[config.mk]
export PLATFORM = sky130hd
export DESIGN_NAME = mux4_rr_sel
export DESIGN_NICKNAME = d
export VERILOG_FILES = /design/src/rtl/mux4_rr_sel.sv
export SDC_FILE = /design/constraint.sdc
export NUM_CORES = 1
export LEC_CHECK = 0
export ABC_AREA = 1
export BUFFER_PORTS_ARGS = -buffer_cell sky130_fd_sc_hd__buf_2
export CORE_UTILIZATION = 44
export CTS_BUF_LIST = sky130_fd_sc_hd__clkbuf_16
export CTS_CLUSTER_SIZE = 14
export DETAILED_ROUTE_END_ITERATION = 7
export MAX_ROUTING_LAYER = met4
export PLACE_DENSITY = 0.79
export SYNTH_ARGS = -nofsm -noshare
export SYNTH_HDL_FRONTEND = slang
export SYNTH_SLANG_ARGS = --single-unit
[constraint.sdc]
create_clock -name clk -period 3 [get_ports clk]
set_input_delay 0.15 -clock clk [delete_from_list [all_inputs] [get_ports clk]]
set_output_delay 0.15 -clock clk [all_outputs]
set_load 0.01 [all_outputs]
[src/rtl/mux4_rr_sel.sv]
// Round-robin 4:1 source arbiter with a one-word output register and valid/ready handshake.
// The grant is combinational; the selected word, its source index and the transfer count are registered.
module mux4_rr_sel #(
  parameter int WIDTH = 32
) (
  input  logic             clk,
  input  logic             rst,
  input  logic [3:0]       req,
  input  logic [WIDTH-1:0] d0,
  input  logic [WIDTH-1:0] d1,
  input  logic [WIDTH-1:0] d2,
  input  logic [WIDTH-1:0] d3,
  output logic [3:0]       gnt,
  output logic             out_valid,
  input  logic             out_ready,
  output logic [WIDTH-1:0] out_data,
  output logic [1:0]       out_sel,
  output logic [7:0]       xfer_cnt
);

  typedef enum logic {
    EMPTY = 1'b0,
    FULL  = 1'b1
  } state_t;

  state_t           state_r;
  state_t           state_nxt_s;
  logic [1:0]       ptr_r;
  logic [1:0]       win_idx_s;
  logic             win_found_s;
  logic             load_s;
  logic [WIDTH-1:0] win_data_s;
  logic [WIDTH-1:0] out_data_r;
  logic [1:0]       out_sel_r;
  logic [7:0]       xfer_cnt_r;

  // Returns {found, index}; offsets are scanned high to low so the lowest offset from p wins.
  function automatic logic [2:0] rr_pick(input logic [3:0] r, input logic [1:0] p);
    logic [2:0] res;
    logic [1:0] idx;
    res = 3'b000;
    for (int k = 3; k >= 0; k--) begin
      idx = p + 2'(k);
      if (r[idx]) begin
        res = {1'b1, idx};
      end else begin
        res = res;
      end
    end
    return res;
  endfunction

  // Winner search, load decision and grant; rst gates the grant so it stays low during reset.
  always_comb begin
    {win_found_s, win_idx_s} = rr_pick(req, ptr_r);
    load_s = win_found_s && ((state_r == EMPTY) || out_ready) && !rst;
    gnt    = 4'b0000;
    if (load_s) begin
      gnt[win_idx_s] = 1'b1;
    end else begin
      gnt = 4'b0000;
    end
  end

  // Data select for the winning source.
  always_comb begin
    win_data_s = d0;
    case (win_idx_s)
      2'd0:    win_data_s = d0;
      2'd1:    win_data_s = d1;
      2'd2:    win_data_s = d2;
      2'd3:    win_data_s = d3;
      default: win_data_s = d0;
    endcase
  end

  // Next-state logic: a consumed word with a fresh load keeps FULL, giving back-to-back transfers.
  always_comb begin
    state_nxt_s = state_r;
    case (state_r)
      EMPTY: begin
        if (load_s) state_nxt_s = FULL;
        else        state_nxt_s = EMPTY;
      end
      FULL: begin
        if (out_ready && !load_s) state_nxt_s = EMPTY;
        else                      state_nxt_s = FULL;
      end
      default: state_nxt_s = EMPTY;
    endcase
  end

  // State, output word, priority pointer and transfer counter registers.
  always_ff @(posedge clk or posedge rst) begin
    if (rst) begin
      state_r    <= EMPTY;
      out_data_r <= '0;
      out_sel_r  <= 2'd0;
      ptr_r      <= 2'd0;
      xfer_cnt_r <= 8'd0;
    end else begin
      state_r <= state_nxt_s;
      if (load_s) begin
        out_data_r <= win_data_s;
        out_sel_r  <= win_idx_s;
        ptr_r      <= win_idx_s + 2'd1;
      end
      if ((state_r == FULL) && out_ready) begin
        xfer_cnt_r <= xfer_cnt_r + 8'd1;
      end
    end
  end

  assign out_valid = (state_r == FULL);
  assign out_data  = out_data_r;
  assign out_sel   = out_sel_r;
  assign xfer_cnt  = xfer_cnt_r;

endmodule

==> metrics.md, run 1 <==
| Metric | Value |
|---|---|
| Post-CTS Hold Fix Bufs | 0 |
| Wire length of the first global-routing pass | approximately 15,000 um |
| Mean Syn Cell Area | 7.10 um^2 |
| Number of violations reported at the end of detailed-routing iteration 0 | between 300 and 400 |
| Complex-gate fraction of the synthesized area | 0.160 |
| Number of global-route vias before repair | about 3,400 |
| Critical path's largest stage delay | 0.53 ns |
| Share of final-layout standard cells stronger than drive strength 1 | 0.370 |
| Yosys warnings | 0 |
| GP Congestion | around 0.87 |
| Setup TNS Final | 0 ns |
| Drt drc | 11 |
| Crit-path cells | inv_4 > nand2_1 > nand3_1 > nand2_1 > inv_2 > nand4_1 > nand3_2 > buf_12 > nor3_2 > buf_2 |
| Wire length on met1 | approximately 3800 um |
| Simple-gate share of the synthesized area | 0.312 |
| Boundary pin count | 182 |
| Highest fanout seen on the critical path | 43 |
| Kind of capture point of the worst setup path | output port |
| Relative slew margins | 0.583 |
| Combined global-route utilization of all metal layers | 0.272 |
| Number of buffers and inverters on the critical path | 4 |
| Internal Pwr Total | around 2.8 mW |
| Timing-limited maximum frequency | 357 MHz |
| Slowest stage cell, crit path | dfrtp_1 |
| Area added between synthesis and finish | 38.0% |
| Filler cells | 586 |
| Sw power | 2.70 mW |
| Final critical path time including I/O delays and setup | between 2 and 3 ns |
| Crit path max-delay family | simple AND/OR/NAND/NOR gates |
| Effective utilization at floorplan | 0.465 |
| Total power of the final layout | 5.45 mW |
| Switching portion of total power | 0.495 |
| Violations in the final reports | design-rule violations |
| Row count | 29 |
| Antenna violations before repair | 0 |
| Total standard cell area after synthesis | between 3000 and 4000 um^2 |
| Sequential fraction of the synthesis area | 0.373 |
| Critical Path Start Type | flip-flop |
| Part of the total power dissipated in sequential elements | 0.199 |
| Gate count after technology mapping | approximately 430 |
| Clock sink count | 45 |
| Largest net degree at the start of global routing | 47 |
| Sum of overflow across all layers after global routing | 0 |
| #FFs+latches synth | 45 |
| Top routing layer in use | met4 |
| Count of input and output buffers | 181 |
| Leakage Power | roughly 2.5 nW |
| Clock network fraction of total power | 0.111 |
| Clock root buffer | clkbuf_16 |
| Worst endpoint required time | 2.85 ns |
| Top cell by count, worst path | nand2_1 |
| Met2 WL post-DR | about 4600 um |
| Drt pass-1 iters | 7 |
| Data arrival time of the critical path | 2.65 ns |
| Worst setup slack before clock tree synthesis | between 0.2 and 0.25 ns |
| Diode count | 0 |
| Floorplan die height | between 80 and 90 um |
| Overall die width | ~85 um |
| Final Worst Setup Slack | roughly 0.20 ns |
| Total number of H-tree levels | 2 |
| Max-slew violation count | 0 |
| Share of synthesized area spent on multiplexers | 0 |
| Final routed wirelength across all metal layers | 9240 um |
| Wire length on met3 | roughly 670 um |
| Maximum number of buffers from clock root to sink | 2 |
| Share of the synthesized netlist area taken by xor and xnor gates | 0.0174 |
| Max-cap violations | 0 |
| Post-place instance area | approximately 4000 um^2 |
| Clock latency on the worst-skew pair | about 0.28 ns |
| Dominant combinational cell family by area after synthesis | simple AND/OR/NAND/NOR gates |
| Clock-pin slew of the registers on the worst-case setup and hold paths | roughly 0.060 ns |
| # setup viols final | 0 |
| Class of the most critical hold timing path | primary input to asynchronous set/reset pin |
| Fraction of power consumed by combinational cells | 0.690 |
| Final Hold Violating Endpoints | 0 |
| Finished Cell Area | approximately 4200 um^2 |
| Worst supply voltage drop on vdd | 0.000752 V |
| Total Die Area | 7190 um^2 |
| Startpoint-to-endpoint class of the critical path | flip-flop to output port |
| Power density relative to cell area | ~1300 nW/um^2 |
| Ratio of routed vias to standard cells | 5.25 |
| Total CTS buffers | 5 |
| Clk_skew | approximately 0.0046 ns |
| Fin nets | approximately 730 |
| Library cells used by synthesis | 27 |
| Setup repair after global routing missed its margin | no |
| Core Area | ~6500 um^2 |
| Outcome | complete, but fails checks |
| Routed length per placed instance | roughly 14 um |
| CTS tree | yes |
| Number of nets with antenna violations after detailed routing | 0 |
| Fraction of the cycle the final worst path needs | 0.932 |
| Area share of fa/ha/maj cells after synthesis | 0.0166 |
| Detailed-route via count | 3,526 |
| Post-synthesis net count | about 560 |
| Pin slew with the least headroom to its limit | approximately 0.62 ns |
| DPL Wire Length | 6730 um |
-- placed cells by master, fill, tap and decap left out, drive strengths merged, types with 3 or more instances in the layout --
cell      n
inv      55
nor2      7
o21ai     4
nand3    43
a21oi    33
buf     191
nor3      3
clkbuf    5
a221oi   32
ha        4
nand2   162
dfrtp    45
xor2      4
-- power groups by stage --
stage	combinational (mW)	clock (mW)	sequential, mW
6_report	3.76	0.606	1.09
5_1_grt	4.21	0.643	1.12
4_1_cts	3.68	0.622	1.08
3_5_place_dp	3.68	0	1.08
3_3_place_gp	3.56	0	1.08
2_1_floorplan	2.54	0	1.18
-- Yosys cell counts (all sizes together) --
library cell / number / area, um^2
xnor2: 2 / 17.5
nor2: 7 / 26.3
nor3: 3 / 20.0
o21a: 1 / 7.51
xor2: 4 / 35.0
a221oi: 32 / 280
nand3: 43 / 270
buf: 15 / 105
nand2: 162 / 613
nand4: 1 / 6.26
nor4: 1 / 6.26
a21oi: 33 / 176
dfrtp: 45 / 1130
clkbuf: 14 / 52.6
ha: 4 / 50.1
o21ai: 4 / 20.0
inv: 54 / 205
-- what timing repair did --
action,in CTS,in global routing
endpoints found under the setup margin,0,5
hold endpoints to repair,0,0
resized for setup,0,2
setup buffers,0,2
-- kinds of logic after synthesis --
group / Yosys count
xor+xnor: 6
compound gates: 70
fa+ha+maj: 4
simple gates: 217
buf+inv: 83
flops: 45
-- worst reg2reg max path: stages, from the launching register on --
cell and delay, ns:
dfrtp_1 0.49, inv_4 0.13, nand2_1 0.07, nand2_1 0.10
nand2_1 0.09, nand3_1 0.12, nand2_1 0.06, nand2_1 0.07
nand2_2 0.18, inv_1 0.23, ha_2 0.44, buf_12 0.26
buf_4 0.17, a21oi_1 0.06, nand2_1 0.10, nand2_1 0.06
-- sequential cells by signal, indices dropped and copies added (netlist names) --
signal	cells
out_sel	2
ptr_r	2
out_data	32
xfer_cnt	8
out_valid	1
-- final cells by class --
| cell class | count | area, um^2 | share of cell area |
|---|---|---|---|
| tap | 77 | 96.3 | 0.0231 |
| multi-input combinational | 297 | 1540 | 0.371 |
| timing repair buffer | 191 | 1030 | 0.248 |
| inverter | 54 | 205 | 0.0493 |
| sequential | 45 | 1130 | 0.270 |
| clock buffer | 5 | 125 | 0.0300 |
| clock inverter | 3 | 37.5 | 0.00901 |
-- through the flow --
stage / instances / utilization / hold slack, ns
6_report: 672 / 0.641 / 0.0487
5_1_grt: 672 / 0.641 / 0.107
4_1_cts: 670 / 0.637 / 0.0793
3_5_place_dp: 662 / 0.612 / 0.378
3_3_place_gp: 662 / 0.612 / 0.367
2_1_floorplan: 425 / - / 0.335
-- worst paths after layout --
check	cells after the start	slack (ns)	to	startpoint
setup / recovery	10	0.20	gnt[3]	ptr_r[0]$_DFFE_PP0P_
max in group asynchronous	3	2.56	out_data[18]$_DFFE_PP0P_	rst
setup reg to reg	15	0.25	out_data[30]$_DFFE_PP0P_	ptr_r[0]$_DFFE_PP0P_
min in group clk	4	0.18	out_valid$_DFF_PP0_	out_ready
hold reg to reg	2	0.47	out_data[4]$_DFFE_PP0P_	out_data[4]$_DFFE_PP0P_
hold / removal	3	0.05	xfer_cnt[5]$_DFFE_PP0P_	rst
-- per-layer routing --
metal	vias up	global-route usage
li1	1721	-
met1	1596	0.326
met2	193	0.477
met3	16	0.0340
met4	0	0.0894
met5	-	-
Note: power is estimated with default switching activity, not from simulation.
==> run 2: changes to the inputs <==
ABC_AREA = default   (was 1)
CORE_ASPECT_RATIO = 2   (was default)
==> metrics.md, run 2 <==
| Metric | Value |
|---|---|
| Outcome | finished clean |
| Library cells used by synthesis | 31 |
| Worst flop-to-flop path endpoint | out_data[6]$_DFFE_PP0P_ |
| Post-CTS Hold Fix Bufs | 0 |
| Prevailing post-synth register cell | dfrtp_1 |
| Clock root buffer | clkbuf_16 |
| Total standard cell area after synthesis | 3000 um^2 |
| Largest net degree at the start of global routing | 46 |
| Clock latency on the worst-skew pair | just under 0.3 ns |
| Max-slew violation count | 0 |
| Max-cap violations | 0 |
| Most used cells in the layout excluding fill and tap cells | 181 x buf_2, 45 x dfrtp_1, 37 x a21oi_1 |
| #FFs+latches synth | 45 |
| Count of input and output buffers | roughly 180 |
| Diode count | 0 |
| Total number of H-tree levels | 2 |
| Post-CTS setup buffer count | 0 |
| DPL Wire Length | ~7100 um |
| Boundary pin count | 182 |
| Share of the synthesized area in the top cell type | 0.375 |
| Class of the most critical hold timing path | primary input to asynchronous set/reset pin |
| Count of cells along the worst register-to-register path | 10 |
| Highest fanout seen on the critical path | 45 |
| GR Util met1 | 0.281 |
| Core Area | ~6600 um^2 |
| Number of violations reported at the end of detailed-routing iteration 0 | roughly 250 |
| Gate count after technology mapping | 323 |
| Final critical path time including I/O delays and setup | between 2 and 3 ns |
| Sum of overflow across all layers after global routing | 0 |
| Number of global-route vias before repair | about 3,200 |
| Top-count cell post-synth | dfrtp_1 |
| Overall die width | about 60 um |
| # setup viols final | 0 |
| Area added between synthesis and finish | 35.4% |
| Worst endpoint required time | approximately 3.2 ns |
| Drt pass-1 iters | 4 |
| Part of the total power dissipated in sequential elements | 0.327 |
| Switching portion of total power | 0.398 |
| Kind of capture point of the worst setup path | flip-flop |
| Most frequent standard cell in the layout excluding fill and tap cells | buf_2 |
| Critical Path Start Type | flip-flop |
| Number of nets with antenna violations after detailed routing | 0 |
| Routed length per placed instance | approximately 17 um |
| Most frequent cells after synthesis | 45 x dfrtp_1, 37 x a21oi_1, 35 x nor2_1 |
| Drt drc | 0 |
| Data arrival time of the critical path | about 2.7 ns |
| Fraction of the cycle the final worst path needs | 0.849 |
| Final routed wirelength across all metal layers | roughly 9600 um |
| Met3 track demand over resource | 0.0423 |
| Setup TNS Final | 0 ns |
| Effective utilization at floorplan | 0.454 |
| Wire length of the first global-routing pass | ~14,000 um |
| Sequential fraction of the synthesis area | 0.375 |
| FFs w/ async S/R, synth | 1.00 |
| Detailed-route via count | roughly 3,300 |
| Worst setup slack for register-to-register paths | approximately 0.45 ns |
| Antenna violations before repair | 0 |
| Total CTS buffers | 5 |
| Clock network fraction of total power | 0.179 |
| Row count | 42 |
| Fraction of power consumed by combinational cells | 0.495 |
| Power density relative to cell area | between 700 and 800 nW/um^2 |
| Sw power | between 1 and 1.5 mW |
| Clock sink count | 45 |
| Cell type contributing the most total cell area after synthesis | dfrtp_1 |
| Startpoint-to-endpoint class of the critical path | flip-flop to flip-flop |
| Setup repair after global routing missed its margin | no |
| Cells taking the most area after synthesis | dfrtp_1 37%, a221o_1 11%, a32oi_1 9.3% |
| Count of flip-flops with a built-in enable after synthesis | 0 |
| Final Hold Violating Endpoints | 0 |
| Post-synthesis net count | 462 |
| Mean Syn Cell Area | 9.30 um^2 |
| Total power of the final layout | approximately 3 mW |
| Share of the core filled with cells in the final layout | 0.614 |
| GP Congestion | slightly above 0.9 |
| Clk_skew | approximately 0.0048 ns |
| Combined global-route utilization of all metal layers | 0.271 |
| Leakage Power | 2.01 nW |
| Met2 layer usage reported by global route | 0.478 |
| Fin nets | ~630 |
| Clock-pin slew of the registers on the worst-case setup and hold paths | 0.06 ns |
| Pin slew with the least headroom to its limit | roughly 0.95 ns |
| Worst supply voltage drop on vdd | around 0.00034 V |
| Yosys warnings | 0 |
| Startpoint of the worst-slack reg-to-reg timing path | ptr_r[1]$_DFFE_PP0P_ |
| Floorplan die height | roughly 120 um |
| Total Die Area | around 7000 um^2 |
| Internal Pwr Total | roughly 1.8 mW |
| Ratio of routed vias to standard cells | approximately 5.7 |
| Maximum number of buffers from clock root to sink | 2 |
| Resized Gates After CTS | 0 |
| Busiest metal layer after global routing | met2 |
| CTS tree | yes |
| Timing-limited maximum frequency | ~390 MHz |
| Worst hold margin | 0.118 ns |
| Share of final-layout standard cells stronger than drive strength 1 | 0.427 |
| Largest register FFs | 32 |
| Relative slew margins | 0.366 |
-- run 2: cell types whose count changed after synthesis, sizes merged, moves of 28 or more --
cell    change
nand2     -161
inv        -49
nand3      -39
and3       +34
nand2b     +33
a221o      +32
a221oi     -32
a32oi      +32
nor2       +28
-- run 2: how the worst max path moves through the flow --
stage | start | end | slack, ns
final | ptr_r[1]$_DFFE_PP0P_ | out_data[6]$_DFFE_PP0P_ | 0.45
after global routing | ptr_r[1]$_DFFE_PP0P_ | out_data[6]$_DFFE_PP0P_ | 0.28
after CTS | ptr_r[1]$_DFFE_PP0P_ | out_data[6]$_DFFE_PP0P_ | 0.46
after detailed placement | ptr_r[1]$_DFFE_PP0P_ | out_data[6]$_DFFE_PP0P_ | 0.46
after global placement | ptr_r[1]$_DFFE_PP0P_ | out_data[6]$_DFFE_PP0P_ | 0.63
after floorplan | ptr_r[1]$_DFFE_PP0P_ | out_data[18]$_DFFE_PP0P_ | 0.68
-- run 2: cell families (layout without fill, tap and decap cells) --
family,Yosys count,after routing,share of synthesized area
fa+ha+maj,4,4,0.0167
compound gates,107,107,0.281
mux,4,4,0.0171
simple gates,117,117,0.218
xor+xnor,7,7,0.0204
flops,45,45,0.375
buf+inv,39,205,0.0725
-- run 2: final cells by class --
type / instances / area (um^2)
fillers: 621 / 2550
multi-input cells: 239 / 1670
flip-flops and latches: 45 / 1130
repair buffers: 192 / 1000
clock buffers: 5 / 125
well taps: 88 / 110
inverters: 5 / 18.8
clock inverters: 3 / 17.5
-- run 2: critical path, stage by stage, from the launching register on --
cell,delay [ns]
dfrtp_1,0.48
a21oi_1,0.11
o21ai_0,0.16
o2bb2a_1,0.31
inv_1,0.11
ha_2,0.18
buf_4,0.39
nand2b_1,0.13
and3_1,0.20
a32oi_1,0.23
a21oi_1,0.09
-- run 2: metrics by stage --
stage          std cells  area (um^2)  setup WS, ns
4_1_cts              577         4070         0.456
6_report             577         4070         0.454
3_5_place_dp         569         3920         0.459
5_1_grt              577         4070         0.285
3_3_place_gp         569         3920         0.634
2_1_floorplan        323         3000         0.681
-- run 2: metal layers --
metal / part of all wire / vias up / wire, um
li1: - / 1560 / -
met3: 0.053 / 24 / 503
met4: 0.033 / 0 / 316
met5: 0 / - / 0
met1: 0.36 / 1545 / 3460
met2: 0.55 / 153 / 5290
-- run 2: power by group through the flow --
stage	combinational (mW)	sequential, mW	clock, mW
2_1_floorplan	0.894	1.07	0
3_3_place_gp	1.46	0.983	0
3_5_place_dp	1.49	0.993	0
4_1_cts	1.50	0.984	0.550
5_1_grt	1.63	1.01	0.574
6_report	1.49	0.985	0.539
==> run 3: changes to the inputs <==
clock period = 2.65 ns   (was 3 ns; I/O delays follow)
==> metrics.md, run 3 (synthesis results as in run 2) <==
| Metric | Value |
|---|---|
| Outcome | finished clean |
| Number of nets with antenna violations after detailed routing | 0 |
| Share of final-layout standard cells stronger than drive strength 1 | 0.426 |
| Drt drc | 0 |
| Total CTS buffers | 5 |
| Final routed wirelength across all metal layers | ~9200 um |
| Final Hold Violating Endpoints | 0 |
| Fraction of the cycle the final worst path needs | 0.883 |
| Overall die width | 60.4 um |
| Highest fanout seen on the critical path | 64 |
| Clock root buffer | clkbuf_16 |
| Met2 WL post-DR | 5040 um |
| Power density relative to cell area | around 840 nW/um^2 |
| Max-cap violations | 0 |
| Effective utilization at floorplan | 0.454 |
| Drt pass-1 iters | 5 |
| CTS tree | yes |
| Final critical path time including I/O delays and setup | ~2.3 ns |
| Detailed-route via count | about 3,300 |
| Largest register FFs | 32 |
| Final Worst Setup Slack | between 0.3 and 0.4 ns |
| Core Area | 6620 um^2 |
| Number of standard cells in the final layout excluding fillers | between 500 and 600 |
| Total number of H-tree levels | 2 |
| Area added between synthesis and finish | 35.5% |
| Setup repair after global routing missed its margin | no |
| Placed insts | ~570 |
| Leakage Power | between 2 and 2.5 nW |
| Pin slew with the least headroom to its limit | between 0.9 and 1 ns |
| Setup TNS Final | 0 ns |
| GP Congestion | 0.882 |
| Number of violations reported at the end of detailed-routing iteration 0 | ~170 |
| Diode count | 0 |
| Most frequent standard cell in the layout excluding fill and tap cells | buf_2 |
| Timing-limited maximum frequency | 427 MHz |
| Finished Cell Area | 4070 um^2 |
| Class of the most critical hold timing path | primary input to asynchronous set/reset pin |
| Antenna violations before repair | 0 |
| Wire length of the first global-routing pass | about 14,000 um |
| Relative slew margins | 0.367 |
| Worst setup slack before clock tree synthesis | around 0.33 ns |
| Worst supply voltage drop on vdd | between 0.0005 and 0.0006 V |
| Post-CTS setup buffer count | 0 |
| Resized Gates After CTS | 0 |
| Sum of overflow across all layers after global routing | 0 |
| Worst endpoint required time | between 2 and 3 ns |
| Fin nets | roughly 630 |
| Wire length on met3 | roughly 480 um |
| Post-CTS Hold Fix Bufs | 0 |
| Most used cells in the layout excluding fill and tap cells | 181 x buf_2, 45 x dfrtp_1, 37 x a21oi_1 |
| Top routing layer in use | met4 |
| Number of global-route vias before repair | 3,122 |
| Combined global-route utilization of all metal layers | 0.262 |
| Critical Path Start Type | flip-flop |
| Kind of capture point of the worst setup path | flip-flop |
| Maximum number of buffers from clock root to sink | 2 |
| # setup viols final | 0 |
| Count of input and output buffers | 181 |
| Clock-pin slew of the registers on the worst-case setup and hold paths | around 0.06 ns |
| Boundary pin count | about 180 |
| Data arrival time of the critical path | roughly 2.5 ns |
| Routed length per placed instance | 16.0 um |
| Worst hold margin | around 0.11 ns |
| Row count | 42 |
| Clock latency on the worst-skew pair | approximately 0.28 ns |
| Post-place instance area | around 3900 um^2 |
| Total Die Area | between 7000 and 8000 um^2 |
| Startpoint-to-endpoint class of the critical path | flip-flop to flip-flop |
| Clk_skew | roughly 0.0030 ns |
| DPL Wire Length | 6710 um |
| Floorplan die height | between 100 and 150 um |
| Max-slew violation count | 0 |
| Wire length on met1 | around 3500 um |
| Clock sink count | 45 |
| Ratio of routed vias to standard cells | ~5.7 |
| Largest net degree at the start of global routing | 65 |
-- run 3: cell type report --
type	count	area, um^2
Timing Repair Buffer	191	1010
Multi-Input combinational cell	239	1670
Fill cell	639	2550
Clock buffer	5	125
Tap cell	88	110
Inverter	5	18.8
Clock inverter	3	13.8
Sequential cell	45	1130
-- run 3: metrics by stage --
step | power (mW) | util
detailed placement | 2.82 | 0.593
finish | 3.40 | 0.614
floorplan | 2.22 | -
global route | 3.62 | 0.614
CTS | 3.42 | 0.614
global placement | 2.77 | 0.593
-- run 3: final timing paths --
path	start	slack, ns	cells after the start	to
worst min register to register	xfer_cnt[7]$_DFFE_PP0P_	0.48	1	xfer_cnt[7]$_DFFE_PP0P_
worst max-delay path	ptr_r[1]$_DFFE_PP0P_	0.31	10	out_data[11]$_DFFE_PP0P_
max in group asynchronous	rst	1.95	2	out_data[20]$_DFFE_PP0P_
worst max register to register	ptr_r[1]$_DFFE_PP0P_	0.31	10	out_data[11]$_DFFE_PP0P_
min in group clk	rst	0.12	2	out_valid$_DFF_PP0_
worst min-delay path	rst	0.11	2	xfer_cnt[1]$_DFFE_PP0P_
-- run 3: critical path, cell delays in order (launching register included) --
cell and delay (ns):
dfrtp_1 0.47, a21oi_1 0.10, o21ai_0 0.15, o2bb2a_1 0.29, inv_1 0.10, ha_2 0.19
buf_12 0.26, nand2b_1 0.12, and3_1 0.19, a32oi_1 0.20, a21oi_1 0.09
-- run 3: routing by layer --
| layer | track usage | up-vias |
|---|---|---|
| li1 | - | 1563 |
| met4 | 0.105 | 0 |
| met5 | - | - |
| met1 | 0.279 | 1539 |
| met2 | 0.465 | 153 |
| met3 | 0.0326 | 20 |
-- run 3: report_power, final --
group | switching, mW | internal, mW
Combinational | 0.924 | 0.777
Clock | 0.252 | 0.342
Sequential | 0.168 | 0.936
